File: src/rtl/reaction_timer.sv
`default_nettype none
// ============================================================================
// Module      : reaction_timer
// Description : Measures one reaction-time trial in milliseconds. A random
//               hold-off (MIN_DELAY_MS plus masked LFSR value) precedes the
//               LED stimulus; the time from LED-on to the button press edge
//               is reported as an unsigned 13-bit ms value with a one-cycle
//               valid pulse. Pressing before the LED lights is a foul.
// Ports       : clk      - system clock, rising edge
//               rst      - synchronous reset, active-high
//               start    - begins a trial when not busy
//               button   - debounced player button
//               led      - stimulus lit (ARMED)
//               busy     - trial in progress (WAIT or ARMED)
//               time_ms  - last result in ms, held until the next result
//               valid    - one-cycle pulse when time_ms updates
//               foul     - held high after an early press
//               best_ms  - smallest valid result since reset (BEST_TIME_EN)
// Config      : define BEST_TIME_EN to add the best_ms output and register.
// Revision    : 1.0 - initial release
// ============================================================================
module reaction_timer #(
  parameter int unsigned TICK_DIV     = 50000,
  parameter logic [12:0] MIN_DELAY_MS = 13'd1000,
  parameter logic [12:0] DELAY_MASK   = 13'h7FF
) (
  input  logic        clk,
  input  logic        rst,
  input  logic        start,
  input  logic        button,
  output logic        led,
  output logic        busy,
  output logic [12:0] time_ms,
  output logic        valid,
`ifdef BEST_TIME_EN
  output logic        foul,
  output logic [12:0] best_ms
`else
  output logic        foul
`endif
);

  localparam int unsigned      PRE_W     = (TICK_DIV > 1) ? $clog2(TICK_DIV) : 1;
  localparam logic [PRE_W-1:0] PRE_LAST  = PRE_W'(TICK_DIV - 1);
  localparam logic [12:0]      LFSR_SEED = 13'h1ACE;
  localparam logic [12:0]      MS_MAX    = 13'h1FFF;

  typedef enum logic [2:0] {
    S_IDLE  = 3'd0,
    S_WAIT  = 3'd1,
    S_ARMED = 3'd2,
    S_DONE  = 3'd3,
    S_FOUL  = 3'd4
  } state_t;

  state_t           state;
  logic [12:0]      lfsr;
  logic [12:0]      delay;
  logic [12:0]      ms_cnt;
  logic [PRE_W-1:0] prescaler;
  logic             button_q;

  logic             tick;
  logic             press;
  logic             lfsr_fb;
  logic [12:0]      ms_next;

  assign tick    = (prescaler == PRE_LAST);
  assign press   = button & ~button_q;
  // Taps for x^13 + x^4 + x^3 + x + 1
  assign lfsr_fb = lfsr[12] ^ lfsr[3] ^ lfsr[2] ^ lfsr[0];
  // Count value after this cycle; expiry and saturation are judged on it so the
  // transition lands on the same edge as the tick that completes the interval.
  assign ms_next = ms_cnt + {12'd0, tick};

  always_ff @(posedge clk) begin
    button_q <= button;
  end

  always_ff @(posedge clk) begin
    if (rst) begin
      state     <= S_IDLE;
      led       <= 1'b0;
      busy      <= 1'b0;
      valid     <= 1'b0;
      foul      <= 1'b0;
      time_ms   <= 13'd0;
      lfsr      <= LFSR_SEED;
      prescaler <= '0;
      ms_cnt    <= 13'd0;
      delay     <= 13'd0;
    end else begin
      lfsr      <= {lfsr[11:0], lfsr_fb};
      valid     <= 1'b0;
      prescaler <= tick ? '0 : prescaler + 1'b1;

      case (state)
        S_IDLE, S_DONE, S_FOUL: begin
          if (start) begin
            state     <= S_WAIT;
            busy      <= 1'b1;
            foul      <= 1'b0;
            delay     <= MIN_DELAY_MS + (lfsr & DELAY_MASK);
            ms_cnt    <= 13'd0;
            prescaler <= '0;
          end
        end

        S_WAIT: begin
          // An early press wins over a simultaneous hold-off expiry.
          if (press) begin
            state     <= S_FOUL;
            busy      <= 1'b0;
            foul      <= 1'b1;
            prescaler <= '0;
          end else if (ms_next == delay) begin
            state     <= S_ARMED;
            led       <= 1'b1;
            ms_cnt    <= 13'd0;
            prescaler <= '0;
          end else begin
            ms_cnt <= ms_next;
          end
        end

        S_ARMED: begin
          // On a coincident tick the pre-increment count is the result.
          if (press) begin
            state     <= S_DONE;
            led       <= 1'b0;
            busy      <= 1'b0;
            time_ms   <= ms_cnt;
            valid     <= 1'b1;
            prescaler <= '0;
          end else if (ms_next == MS_MAX) begin
            state     <= S_DONE;
            led       <= 1'b0;
            busy      <= 1'b0;
            ms_cnt    <= ms_next;
            time_ms   <= MS_MAX;
            valid     <= 1'b1;
            prescaler <= '0;
          end else begin
            ms_cnt <= ms_next;
          end
        end

        default: begin
          state <= S_IDLE;
          led   <= 1'b0;
          busy  <= 1'b0;
          foul  <= 1'b0;
        end
      endcase
    end
  end

`ifdef BEST_TIME_EN
  // Follows valid by one cycle; a saturated 8191 can never go below the
  // 13'h1FFF starting value.
  always_ff @(posedge clk) begin
    if (rst) begin
      best_ms <= MS_MAX;
    end else if (valid && (time_ms < best_ms)) begin
      best_ms <= time_ms;
    end
  end
`endif

endmodule

`default_nettype wire
File: config.mk
export PLATFORM = sky130hd
export DESIGN_NAME = reaction_timer
export DESIGN_NICKNAME = d
export VERILOG_FILES = /design/src/rtl/reaction_timer.sv
export SDC_FILE = /design/constraint.sdc
export NUM_CORES = 1
export LEC_CHECK = 0
export ABC_AREA = 1
export BUFFER_PORTS_ARGS = -buffer_cell sky130_fd_sc_hd__buf_2
export CAP_MARGIN = 20
export CORE_UTILIZATION = 55
export CTS_BUF_LIST = sky130_fd_sc_hd__clkbuf_16
export DETAILED_ROUTE_END_ITERATION = 7
export PLACE_DENSITY = 0.73
export SYNTH_ARGS = -nofsm -noshare
export SYNTH_HDL_FRONTEND = slang
export SYNTH_SLANG_ARGS = --single-unit
File: constraint.sdc
create_clock -name clk -period 6.3 [get_ports clk]
set_clock_uncertainty 0.05 [all_clocks]
set_input_delay 0.315 -clock clk [delete_from_list [all_inputs] [get_ports clk]]
set_output_delay 0.315 -clock clk [all_outputs]
set_load 0.005 [all_outputs]
==> results.toml <==
[place]
io_buffer_count = 20
dp_hpwl_mm = 5.79
gp_congestion = 0.914
dpl-instance-area_um2 = 3870

[grt]
antenna_found_initial = 0
grt_usage = 0.244
grt_max_degree = 42
grt_pass1_vias = 2995
overflow = 0
grt_pass1_wl_mm = 13.7

[worst_setup_path]
crit_path_end_kind = "flip-flop"
critPathKind = "flip-flop to flip-flop"
crit_path_max_fanout = 12
crit_required_ns = 6.48
cp_top_family = "simple AND/OR/NAND/NOR gates"
critPathArrivalTime_ns = 3.46
startpoint_type = "flip-flop"
cpMostUsedCell = "nand2_1"
cp_slowest_cell = "dfxtp_1"
crit_chain = "ha_1 -> nand3_1 -> inv_1 -> nand4_1 -> nor3b_1 -> ha_1 -> ha_1 -> nand2_1 -> nor2_2 -> nand3_1 -> nand2_1 -> nand2_1 -> nand2_1 -> nand2_1 -> nor2_2 -> nand3_2 -> nand2_2 -> nand2_2 -> nand2_1 -> nand2_1 -> nand2_1 -> inv_1"
crit_buf_inv = 2
critPathMaxStageDelay_ns = 0.37
cp.depth = 22
r2r_cells = 22

[logic_synthesis]
synth.avg_cell_area_um2 = 6.93
synthDistinctLibCells = 32
synth_seq_cells = 75
synth_edf_count = 0
syn-num-nets = 546
synth_ff_type = "dfxtp_1"
async_reset_ff_frac = 0
ys_seq_area_frac = 0.403
netlist_instances = 538
yosysWarnings = 0
syn_area_um2 = 3730

[cts]
cts-root-buf = "clkbuf_16"
cts_num_sinks = 75
cts_setup_buffers = 0
clk_pin_slew_worst_paths_ns = 0.06
cts_tree = "built"
clock_latency_ns = 0.33
hold_buffers = 0
clockBufferDepth = 2
cts_resized = 0
cts_buffers = 9
h-tree-depth = 3

[floorplan]
die_w_um = 84.3
io_pins = 21
die_area_um2 = 7110
start_util = 0.577
rows = 29
die_y_um = 84.3
coreArea_um2 = 6460

[sta]
fmaxAchievable_ghz = 0.305
rsz0062_at_grt = "no"
fin_crit_ns = 3.28
finalSetupViolations = 0
slew_headroom = 0.315
tightestPinTransition_ns = 1.02
drv_slew = 0
finalCritPeriodShare = 0.521
hold_violations = 0
tns_ns = 0

[worst_hold_path]
hold-path-cell-count = 1
hold_class = "primary input to flip-flop"

[drt]
vias_per_cell = 5.16
met3_length_um = 369
drt-met1-wl_mm = 3.79
firstDrtPassIters = 8
met2_length_mm = 3.59
post-route-drc-count = 2
wl_per_cell_um = 12.2
wl_mm = 7.85
top_layer = "met4"
vias = 3307
ant_nets = 0
drtIter0Drc = 255

[run_status]
status = "finished, violations left"
violations = "DRC"

[layout]
design_area_um2 = 4200
layout_common_cells = "nand2_1, inv_1, dfxtp_1"
syn2layout_area_growth_pct = 12.6
nets = 567
n_antenna_cell = 0
drive_gt1_frac = 0.138
final_common_cell = "nand2_1"

[flow_run]
cap_viol_max_count = 0

[pwr]
leakage_uw = 0.00202
power.density_nw_per_um2 = 411
irDropWorstVdd_mv = 0.367
-- synth_stat cells (3+ instances only) --
master      n  area, um^2
nor2_1     52         195
nand3_1    31         155
nor3_1      3        15.0
o21ai_0    16        80.1
xor2_1     11        96.3
a211oi_1   12        90.1
xnor2_1     8        70.1
dfxtp_1    75        1500
nand2_1   133         499
or2_2       5        31.3
a21oi_1    41         205
inv_1      89         334
clkbuf_1    8        30.0
nand4_1     5        31.3
inv_2       5        18.8
nor2_2     15        93.8
ha_1        4        50.1
nand2_2     9        56.3
-- report_power, final --
group	internal, uW	switching [uW]	total (uW)
registers	559	65.2	624
clock network	345	195	540
logic	179	381	559
total	1080	641	1720
-- path summary, 6_finish.rpt --
path	from	endpoint	slack (ns)
worst max register to register	prescaler[0]$_SDFF_PP0_	ms_cnt[4]$_SDFFE_PP0P_	3.02
worst max-delay path	prescaler[0]$_SDFF_PP0_	ms_cnt[4]$_SDFFE_PP0P_	3.02
worst min-delay path	button	button_q$_DFF_P_	0.05
worst min register to register	lfsr[11]$_SDFF_PP1_	lfsr[12]$_SDFF_PP1_	0.38
-- flip-flops by register name, indices dropped and copies added, names as in the netlist --
name       flops
ms_cnt        13
led            1
lfsr          13
delay         12
busy           1
state          3
prescaler     16
valid          1
button_q       1
foul           1
time_ms       13
-- per-stage QoR --
step	hold WS (ns)	util	std cells	setup WS, ns	power (uW)
final	0.0474	0.650	641	3.02	1720
after detailed placement	0.371	0.599	624	3.06	1180
after floorplan	0.293	-	538	3.52	1060
after CTS	0.0363	0.648	640	3.03	1730
after global routing	0.0315	0.650	641	2.68	1840
after global placement	0.365	0.599	624	3.14	1170
-- routing by layer --
| layer | global-route usage | vias to the layer above |
|---|---|---|
| met2 | 0.385 | 70 |
| met5 | 0 | - |
| met4 | 0.0815 | 0 |
| met3 | 0.0678 | 9 |
| li1 | - | 1719 |
| met1 | 0.324 | 1509 |
-- cells by family (layout without fill, tap and decap cells) --
kind of cell	Yosys count	in the layout	share of synthesized area
adder cells (fa/ha/maj)	4	4	0.0134
flip-flops	75	75	0.403
AND/OR/NAND/NOR	262	262	0.321
XOR/XNOR	19	19	0.0446
AO/OA/AOI/OAI	73	73	0.109
buffers and inverters	105	131	0.109
-- area by class of cell --
cell class	count	area (um^2)
Fill cell	624	2260
Tap cell	77	96.3
Inverter	94	353
Sequential cell	75	1500
Timing Repair Buffer	21	108
Clock buffer	9	225
Multi-Input combinational cell	358	1820
Clock inverter	7	92.6
-- worst reg2reg max path, stage by stage, from the launching register on --
cell,delay [ns]
dfxtp_1,0.37
ha_1,0.20
nand3_1,0.12
inv_1,0.09
nand4_1,0.07
nor3b_1,0.29
ha_1,0.25
ha_1,0.21
nand2_1,0.10
nor2_2,0.19
nand3_1,0.14
nand2_1,0.13
nand2_1,0.06
nand2_1,0.05
nand2_1,0.06
nor2_2,0.14
nand3_2,0.10
nand2_2,0.08
nand2_2,0.16
nand2_1,0.13
nand2_1,0.05
nand2_1,0.10
inv_1,0.04
Note: power is estimated with default switching activity, not from simulation.
